$ cat src/rtl/alu_seq_core.sv
// alu_seq_core: sequential ALU with a serially loaded 3-bit opcode.
// Single-cycle ops finish one edge after acceptance. MUL is an iterative
// shift-add that finishes WIDTH edges after acceptance.
module alu_seq_core #(
    parameter int unsigned WIDTH = 6
) (
    input  logic               clk,
    input  logic               reset_all,
    input  logic [WIDTH-1:0]   A,
    input  logic [WIDTH-1:0]   B,
    input  logic               instruction_in,
    input  logic               inst_load_en,
    input  logic               reset_instr,
    input  logic               start,
    output logic               opcode_ready,
    output logic               busy,
    output logic               result_valid,
    output logic [2*WIDTH-1:0] result,
    output logic               carry,
    output logic               zero
);

    localparam int unsigned RW = 2 * WIDTH;
    localparam int unsigned CW = $clog2(WIDTH);

    typedef enum logic [2:0] {
        OP_ADD = 3'b000,
        OP_SUB = 3'b001,
        OP_AND = 3'b010,
        OP_OR  = 3'b011,
        OP_XOR = 3'b100,
        OP_MUL = 3'b101,
        OP_SHL = 3'b110,
        OP_ACC = 3'b111
    } op_e;

    typedef enum logic [1:0] {
        ST_IDLE = 2'd0,
        ST_EXEC = 2'd1,
        ST_MULT = 2'd2
    } state_e;

    // opcode loader state
    logic [2:0]       op_q, op_d;
    logic [1:0]       cnt_q, cnt_d;
    logic             ready_q, ready_d;

    // control and execution state
    state_e           state_q, state_d;
    logic             busy_q, busy_d;
    logic             valid_q, valid_d;
    op_e              xop_q, xop_d;
    logic [WIDTH-1:0] a_q, a_d;
    logic [WIDTH-1:0] b_q, b_d;
    logic [CW-1:0]    mcnt_q, mcnt_d;
    logic [RW-1:0]    mcand_q, mcand_d;
    logic [RW-1:0]    prod_q, prod_d;
    logic [RW-1:0]    acc_q, acc_d;
    logic [RW-1:0]    result_q, result_d;
    logic             carry_q, carry_d;
    logic             zero_q, zero_d;

    // combinational helpers
    logic             accept_c;
    logic [WIDTH:0]   add_sum_c;
    logic [WIDTH-1:0] sub_diff_c;
    logic [RW:0]      acc_sum_c;
    logic [RW-1:0]    a_ext_c;
    logic [RW-1:0]    shl_c;
    logic [RW-1:0]    exec_res_c;
    logic             exec_carry_c;
    logic [RW-1:0]    prod_next_c;

    // Serial opcode shift register with a counter that saturates at 3
    always_comb begin
        op_d  = op_q;
        cnt_d = cnt_q;
        if (reset_instr) begin
            op_d  = 3'b000;
            cnt_d = 2'd0;
        end else if (inst_load_en) begin
            op_d = {op_q[1:0], instruction_in};
            if (cnt_q != 2'd3) begin
                cnt_d = cnt_q + 2'd1;
            end
        end
        ready_d = (cnt_d == 2'd3);
    end

    // Start is honoured only with a full opcode, an idle core and no load in progress
    assign accept_c = start && ready_q && (state_q == ST_IDLE) && !inst_load_en;

    // Single-cycle datapath on the latched operands
    always_comb begin
        add_sum_c    = {1'b0, a_q} + {1'b0, b_q};
        sub_diff_c   = a_q - b_q;
        acc_sum_c    = {1'b0, acc_q} + (RW + 1)'(a_q);
        a_ext_c      = RW'(a_q);
        shl_c        = (32'(b_q) >= RW) ? '0 : (a_ext_c << b_q);
        exec_res_c   = '0;
        exec_carry_c = 1'b0;
        case (xop_q)
            OP_ADD: begin
                exec_res_c   = RW'(add_sum_c);
                exec_carry_c = add_sum_c[WIDTH];
            end
            OP_SUB: begin
                exec_res_c   = RW'(sub_diff_c);
                exec_carry_c = (a_q < b_q);
            end
            OP_AND: exec_res_c = RW'(a_q & b_q);
            OP_OR:  exec_res_c = RW'(a_q | b_q);
            OP_XOR: exec_res_c = RW'(a_q ^ b_q);
            OP_SHL: exec_res_c = shl_c;
            OP_ACC: begin
                exec_res_c   = acc_sum_c[RW-1:0];
                exec_carry_c = acc_sum_c[RW];
            end
            default: begin
                exec_res_c   = '0;
                exec_carry_c = 1'b0;
            end
        endcase
    end

    // One shift-add partial product per MULT cycle; b_q is consumed LSB first
    assign prod_next_c = prod_q + (b_q[0] ? mcand_q : '0);

    // FSM next-state and execution register updates
    always_comb begin
        state_d  = state_q;
        busy_d   = busy_q;
        valid_d  = 1'b0;
        xop_d    = xop_q;
        a_d      = a_q;
        b_d      = b_q;
        mcnt_d   = mcnt_q;
        mcand_d  = mcand_q;
        prod_d   = prod_q;
        acc_d    = acc_q;
        result_d = result_q;
        carry_d  = carry_q;
        zero_d   = zero_q;
        case (state_q)
            ST_IDLE: begin
                if (accept_c) begin
                    a_d    = A;
                    b_d    = B;
                    xop_d  = op_e'(op_q);
                    busy_d = 1'b1;
                    if (op_e'(op_q) == OP_MUL) begin
                        state_d = ST_MULT;
                        mcnt_d  = '0;
                        mcand_d = RW'(A);
                        prod_d  = '0;
                    end else begin
                        state_d = ST_EXEC;
                    end
                end
            end
            ST_EXEC: begin
                state_d  = ST_IDLE;
                busy_d   = 1'b0;
                valid_d  = 1'b1;
                result_d = exec_res_c;
                carry_d  = exec_carry_c;
                zero_d   = (exec_res_c == '0);
                if (xop_q == OP_ACC) begin
                    acc_d = acc_sum_c[RW-1:0];
                end
            end
            ST_MULT: begin
                prod_d  = prod_next_c;
                mcand_d = mcand_q << 1;
                b_d     = b_q >> 1;
                mcnt_d  = mcnt_q + CW'(1);
                if (mcnt_q == CW'(WIDTH - 1)) begin
                    state_d  = ST_IDLE;
                    busy_d   = 1'b0;
                    valid_d  = 1'b1;
                    result_d = prod_next_c;
                    carry_d  = 1'b0;
                    zero_d   = (prod_next_c == '0);
                end
            end
            default: begin
                state_d = ST_IDLE;
                busy_d  = 1'b0;
            end
        endcase
    end

    // State registers; reset_all clears everything immediately
    always_ff @(posedge clk or posedge reset_all) begin
        if (reset_all) begin
            op_q     <= 3'b000;
            cnt_q    <= 2'd0;
            ready_q  <= 1'b0;
            state_q  <= ST_IDLE;
            busy_q   <= 1'b0;
            valid_q  <= 1'b0;
            xop_q    <= OP_ADD;
            a_q      <= '0;
            b_q      <= '0;
            mcnt_q   <= '0;
            mcand_q  <= '0;
            prod_q   <= '0;
            acc_q    <= '0;
            result_q <= '0;
            carry_q  <= 1'b0;
            zero_q   <= 1'b1;
        end else begin
            op_q     <= op_d;
            cnt_q    <= cnt_d;
            ready_q  <= ready_d;
            state_q  <= state_d;
            busy_q   <= busy_d;
            valid_q  <= valid_d;
            xop_q    <= xop_d;
            a_q      <= a_d;
            b_q      <= b_d;
            mcnt_q   <= mcnt_d;
            mcand_q  <= mcand_d;
            prod_q   <= prod_d;
            acc_q    <= acc_d;
            result_q <= result_d;
            carry_q  <= carry_d;
            zero_q   <= zero_d;
        end
    end

    assign opcode_ready = ready_q;
    assign busy         = busy_q;
    assign result_valid = valid_q;
    assign result       = result_q;
    assign carry        = carry_q;
    assign zero         = zero_q;

endmodule

$ cat config.mk
export PLATFORM = sky130hd
export DESIGN_NAME = alu_seq_core
export DESIGN_NICKNAME = d
export VERILOG_FILES = /design/src/rtl/alu_seq_core.sv
export SDC_FILE = /design/constraint.sdc
export NUM_CORES = 1
export LEC_CHECK = 0
export ABC_AREA = 0
export CORE_MARGIN = 3
export CORE_UTILIZATION = 45
export DETAILED_ROUTE_END_ITERATION = 8
export DONT_BUFFER_PORTS = 1
export PLACE_DENSITY = 0.62
export SLEW_MARGIN = 10
export SYNTH_ARGS = -nofsm -noshare
export SYNTH_HDL_FRONTEND = slang
export SYNTH_SLANG_ARGS = --single-unit
$ cat constraint.sdc
create_clock -name clk -period 4.8 [get_ports clk]
set_input_delay 0.72 -clock clk [delete_from_list [all_inputs] [get_ports clk]]
set_output_delay 0.72 -clock clk [all_outputs]
set_load 0.01 [all_outputs]
==> run_results.csv, run 1 <==
group,metric,value,unit
run_status,status,"complete, no violations",
floorplan,die_w,118.6,um
worst_setup_path,arrival,3.40,ns
logic_synthesis,synthXorXnorAreaFrac,4.602,%
clocking,clkSinkCount,78,
global_route,grt_pass1_wl,24610,um
global_route,antenna_found_initial,0,
place,pre_cts_slack,1.641,ns
floorplan,die_area,14070,um2
logic_synthesis,synthFlopType,"dfrtp_1",
clocking,ctsResizeCount,0,
logic_synthesis,synth.distinct_cells,74,
routing,postRouteAntennaNets,0,
finish,fin_area,6076,um2
clocking,cts_tree,"built",
clocking,hold_buffers,0,
floorplan,chipHeight,118.6,um
logic_synthesis,netlist_top_cells_area,"dfrtp_1 (34%), ha_1 (8.8%), nand2_1 (4.6%)",
logic_synthesis,synth_top_cells_by_count,"dfrtp_1 (77), nand2_1 (70), nor2_1 (62)",
timing,finalMaxSlewViolations,0,
global_route,track_usage,21.91,%
finish,diodes,0,
timing,post-route-min-period,3.207,ns
worst_setup_path,r2r_slack,1.59,ns
global_route,first_global_vias,4523,
worst_setup_path,start_kind,"register",
worst_setup_path,crit_path_end,"result[5]$_DFFE_PP0P_",
worst_setup_path,critPathCaptureType,"register",
timing,setup_violations,0,
timing,tns,0,ns
timing,final_hold_viol_count,0,
worst_setup_path,worstSetupStartpoint,"b_q[1]$_DFFE_PP0P_",
min_path,hp-class,"input pin to async pin",
job,cap_viol_max_count,0,
power,leakagePower,2.721,nW
finish,drive_gt1_share,8.399,%
routing,num_vias,4726,
routing,drc_errors,0,
timing,skew,0.007994,ns
finish,nFillCells,1192,
logic_synthesis,synthMuxAreaShare,6.706,%
worst_setup_path,worstSetupPathType,"register to register",
finish,final_core_util,49.75,%
clocking,clk_pin_slew,0.06,ns
logic_synthesis,synth_top_family_by_area,"simple AND/OR/NAND/NOR gates",
timing,fmax,0.3119,GHz
logic_synthesis,avgSynthCellArea,8.824,um2
finish,area_growth,6.421,%
clocking,cts_setup_buffers,0,
place,place_congestion,0.9085,
timing,setup_slack,1.593,ns
worst_setup_path,regToRegStartpoint,"b_q[1]$_DFFE_PP0P_",
floorplan,io_pins,35,
place,dpl_cell_area,5752,um2
logic_synthesis,synth.most_common_cell,"dfrtp_1",
floorplan,start_util,46.75,%
logic_synthesis,synthSimpleGateAreaFrac,19.68,%
logic_synthesis,synth_edf_count,0,
worst_setup_path,worst_r2r_endpoint,"result[5]$_DFFE_PP0P_",
clocking,cts_root_buffer,"clkbuf_16",
place,port_buffers,0,
worst_setup_path,crit_path_max_fanout,16,
logic_synthesis,synth_nets,709,
logic_synthesis,ys_ff_latch,78,
timing,fin_crit_sh,66.80,%
routing,drt-vias-per-instance,5.915,
place,hpwl,11280,um
clocking,clockBufferDepth,2,
logic_synthesis,synthAdderAreaFrac,10.17,%
routing,drt_iter0_drc,461,
clocking,cts_buffers,9,
worst_setup_path,cp.required,5.00,ns
routing,wire_per_inst,18.73,um
logic_synthesis,syn_area,5709,um2
logic_synthesis,synth_top_area_share,33.75,%
routing,routed_wl,14960,um
logic_synthesis,yosysTopAreaCell,"dfrtp_1",
logic_synthesis,synthCells,647,
logic_synthesis,synth-compound-area-share,19.31,%
timing,slew_headroom,47.87,%
floorplan,rows,40,
finish,final_net_count,688,
timing,tightest_slew,0.7819,ns
power,vdd.ir_drop.worst,0.5155,mV
clocking,h-tree-depth,3,
global_route,gr-total-overflow,0,
floorplan,core_area,12210,um2
finish,final_cells,799,
clocking,clk_latency,0.34,ns
logic_synthesis,ys_async_sr_fraction,100.0,%
global_route,grt_max_degree,50,
worst_setup_path,ff2ff_path_depth,10,
timing,grt_setup_unrepaired,"no",
logic_synthesis,yosys_warnings,0,
logic_synthesis,synth-seq-area-share,34.21,%
place,dp.cells,783,
power,cellPowerDensity,437.9,nW/um2
routing,first_pass_iters,5,
how the worst min path moves through the flow:
stage / start / endpoint / slack (ns) / cells past startpoint
6_report: reset_all / mcand_q[4]$_DFFE_PP0P_ / 0.27 / 1
5_1_grt: reset_all / mcand_q[4]$_DFFE_PP0P_ / 0.29 / 1
4_1_cts: reset_all / mcand_q[4]$_DFFE_PP0P_ / 0.28 / 1
3_5_place_dp: mcand_q[11]$_DFFE_PP0P_ / mcand_q[11]$_DFFE_PP0P_ / 0.46 / 2
3_3_place_gp: mcand_q[11]$_DFFE_PP0P_ / mcand_q[11]$_DFFE_PP0P_ / 0.46 / 2
2_1_floorplan: mcand_q[11]$_DFFE_PP0P_ / mcand_q[11]$_DFFE_PP0P_ / 0.44 / 2
state kept, by name, summed over array words and instances (netlist names), 2 cells and up:
name	cells
a_q	6
acc_q	12
b_q	6
cnt_q	2
mcand_q	12
mcnt_q	3
op_q	3
prod_q	12
result	12
state_q	2
xop_q	3
critical path, cell delays in order (launching register included):
cell       delay (ns)
dfrtp_1          0.67
inv_1            0.30
ha_1             0.40
nor2_1           0.06
o311ai_1         0.32
mux2_1           0.38
a221oi_2         0.26
o2111ai_1        0.17
or3_1            0.34
o21ai_0          0.08
o21ai_1          0.08
layer usage:
layer	wire length [um]	vias up	GRT usage [%]
li1	-	2276	-
met1	7187	2235	31.76
met2	6279	185	31.30
met3	1114	30	5.885
met4	381	0	7.748
met5	0	-	0
kinds of logic (layout without fill, tap and decap cells):
family	Yosys count	count (layout)
XOR/XNOR	30	30
adder cells (fa/ha/maj)	44	44
AO/OA/AOI/OAI	163	163
multiplexers	35	35
flip-flops	78	78
buffers and inverters	66	50
AND/OR/NAND/NOR	231	231
through the flow:
stage          power, W  hold slack (ns)
2_1_floorplan  0.001643           0.4391
3_3_place_gp   0.001894           0.4553
3_5_place_dp   0.001903           0.4629
4_1_cts        0.002667           0.2766
5_1_grt        0.002843           0.2900
6_report       0.002661           0.2651
cell type report:
type / count / area, um2 / area share [%]
Clock buffer: 11 / 242.7 / 3.995
Multi-Input combinational cell: 503 / 3452 / 56.82
Tap cell: 168 / 210.2 / 3.460
Inverter: 32 / 121.4 / 1.998
Timing Repair Buffer: 2 / 15.01 / 0.2471
Clock inverter: 5 / 81.33 / 1.339
Sequential cell: 78 / 1953 / 32.15
power by group:
| group | total (W) | internal (W) | switching (W) |
|---|---|---|---|
| Sequential | 0.000958 | 0.000771 | 0.000187 |
| Combinational | 0.000954 | 0.000383 | 0.000570 |
| Clock | 0.000749 | 0.000471 | 0.000278 |
| Total | 0.00266 | 0.00162 | 0.00104 |
cells in the final DEF (no fill, tap or decap), types with 3 or more instances in the layout:
master and n:
and2_1 12, ha_1 40, xnor2_1 13, nand3_1 22, o22ai_1 15, clkbuf_16 9, nand4_1 7, or3_1 8
a2bb2oi_1 3, or2_2 3, nor2_1 62, a21oi_1 35, a22oi_1 3, nor2b_1 4, mux2i_1 18, o31ai_1 3
o21bai_1 4, xor2_1 17, a211oi_1 3, nor3_1 13, nand2b_1 6, fa_1 4, nand2_1 70, mux2_2 15
o21ai_0 39, dfrtp_1 77, and3_1 7, a31oi_1 9, o211ai_1 5, a21o_1 8, a22o_1 7, inv_1 31
No activity file was read; power rests on OpenSTA's default activity.
==> inputs of run 2 (changes only) <==
clock period = 3.3 ns   (was 4.8 ns; I/O delays follow)
==> run 2 against run 1 <==
Worst hold slack got worse by 0.26 ns. Sequential cell count unchanged. Clock skew increased by 0.0020 ns. Final cell count increased by 1.9%. Sequential share of layout area decreased by 0.67 points. Critical endpoint is now result[8]$_DFFE_PP0P_. Clock-buffer cell count unchanged. Register-to-register slack got worse by 1.2 ns. Utilization increased by 1.1 points. Critical path depth decreased by 1.
==> run_results.csv, run 2 (synthesis results as in run 1) <==
group,metric,value,unit
power,leakagePower,2.804,nW
place,place_congestion,1.021,
routing,drc_errors,0,
routing,postRouteAntennaNets,0,
clocking,cts_setup_buffers,0,
floorplan,io_pins,35,
timing,final_hold_viol_count,0,
global_route,track_usage,23.06,%
timing,setup_violations,0,
routing,routed_wl,15800,um
worst_setup_path,critPathCaptureType,"register",
finish,drive_gt1_share,10.37,%
worst_setup_path,worstSetupPathType,"register to register",
worst_setup_path,critical_path_buf_inv_count,0,
clocking,hold_buffers,0,
finish,diodes,0,
floorplan,start_util,46.75,%
finish,layout_common_cells,"dfrtp_1 (77), nand2_1 (70), nor2_1 (62)",
place,hpwl,12060,um
clocking,h-tree-depth,3,
timing,post-route-min-period,2.902,ns
global_route,antenna_found_initial,0,
floorplan,die_w,118.6,um
floorplan,chipHeight,118.6,um
routing,drt-vias-per-instance,5.826,
power,vdd.ir_drop.worst,0.3685,mV
clocking,clk_latency,0.36,ns
worst_setup_path,critical_path.top_delay_family,"compound AO/OA/AOI/OAI gates",
clocking,cts_tree,"built",
timing,tightest_slew,1.074,ns
power,cellPowerDensity,644.5,nW/um2
timing,setup_slack,0.3982,ns
routing,wire_per_inst,19.40,um
min_path,hp-class,"input pin to async pin",
worst_setup_path,crit_path_max_fanout,8,
worst_setup_path,cp_slowest_cell,"dfrtp_1",
clocking,clk_pin_slew,0.06,ns
routing,first_pass_iters,5,
global_route,gr-total-overflow,0,
global_route,first_global_vias,4655,
clocking,clkSinkCount,78,
global_route,grt_max_degree,35,
worst_setup_path,arrival,3.18,ns
finish,area_growth,8.678,%
clocking,cts_root_buffer,"clkbuf_16",
clocking,cts_buffers,9,
place,dp.cells,798,
clocking,clockBufferDepth,2,
clocking,ctsResizeCount,0,
timing,tns,0,ns
finish,final_common_cell,"dfrtp_1",
routing,num_vias,4742,
worst_setup_path,slowest_delay,0.51,ns
timing,slew_headroom,27.64,%
place,port_buffers,0,
floorplan,die_area,14070,um2
worst_setup_path,start_kind,"register",
run_status,status,"complete, no violations",
routing,drt_iter0_drc,402,
worst_setup_path,crit_chain,"ha_1, fa_1, a211o_1, a311oi_2, or3_1, xnor2_1, a22oi_1, mux2_2, a21oi_1",
timing,grt_setup_unrepaired,"no",
timing,fmax,0.3446,GHz
timing,fin_crit_sh,87.93,%
floorplan,rows,40,
place,pre_cts_slack,0.4429,ns
job,cap_viol_max_count,0,
global_route,grt_pass1_wl,25610,um
floorplan,core_area,12210,um2
timing,finalMaxSlewViolations,0,
worst_setup_path,cp.required,3.58,ns
finish,final_cells,814,
timing,skew,0.009980,ns
finish,final_net_count,703,
-- run 2: cell types whose count changed in the layout (fill, tap and decap cells not counted), sizes merged --
cell      before  now
clkinv         2    3
clkinvlp       1    0
inv           32   31
buf            2   17
bufinv         2    3
-- run 2: final cells by class --
| type | instances | area, um2 |
|---|---|---|
| well taps | 168 | 210.2 |
| repair buffers | 17 | 127.6 |
| inverters | 32 | 121.4 |
| flip-flops and latches | 78 | 1953 |
| clock buffers | 11 | 232.7 |
| clock inverters | 5 | 107.6 |
| fillers | 1183 | 6007 |
| multi-input cells | 503 | 3452 |
-- run 2: worst paths after layout --
path	slack [ns]	cells after the start	startpoint	endpoint
max reg2reg	0.40	9	a_q[0]$_DFFE_PP0P_	result[8]$_DFFE_PP0P_
min reg2reg	0.47	2	mcand_q[11]$_DFFE_PP0P_	mcand_q[11]$_DFFE_PP0P_
min in group clk	0.20	1	reset_instr	cnt_q[1]$_DFF_PP0_
min	0.01	1	reset_all	mcand_q[7]$_DFFE_PP0P_
max in group asynchronous	2.55	2	reset_all	zero$_DFFE_PP1P_
max	0.40	9	a_q[0]$_DFFE_PP0P_	result[8]$_DFFE_PP0P_
-- run 2: worst reg2reg max path: stages, from the launching register on --
cell      delay, ns
dfrtp_1        0.51
ha_1           0.32
fa_1           0.42
a211o_1        0.35
a311oi_2       0.26
or3_1          0.23
xnor2_1        0.17
a22oi_1        0.14
mux2_2         0.30
a21oi_1        0.14
-- run 2: metrics by stage --
stage               area, um2  total power, W  utilization (%)  hold WS (ns)
floorplan                5709        0.002390                -        0.4391
detailed placement       5864        0.002832            48.02        0.3994
CTS                      6205        0.004007            50.81       0.01183
global placement         5864        0.002822            48.02        0.3922
finish                   6205        0.003999            50.81      0.009798
global route             6205        0.004238            50.81       0.03817
-- run 2: routing by layer --
metal / global-route usage [%] / part of all wire (%) / routed length [um] / up-vias
li1: - / - / - / 2290
met1: 33.21 / 47 / 7433 / 2258
met2: 33.50 / 44 / 6881 / 170
met3: 6.268 / 7.3 / 1153 / 24
met4: 7.386 / 2.1 / 325 / 0
met5: 0 / 0 / 0 / -
-- run 2: power breakdown --
group          switching [W]  total [W]  internal, W
clock network       0.000411    0.00115     0.000742
logic               0.000922    0.00152     0.000596
registers           0.000206    0.00133      0.00112
total                0.00154    0.00400      0.00246
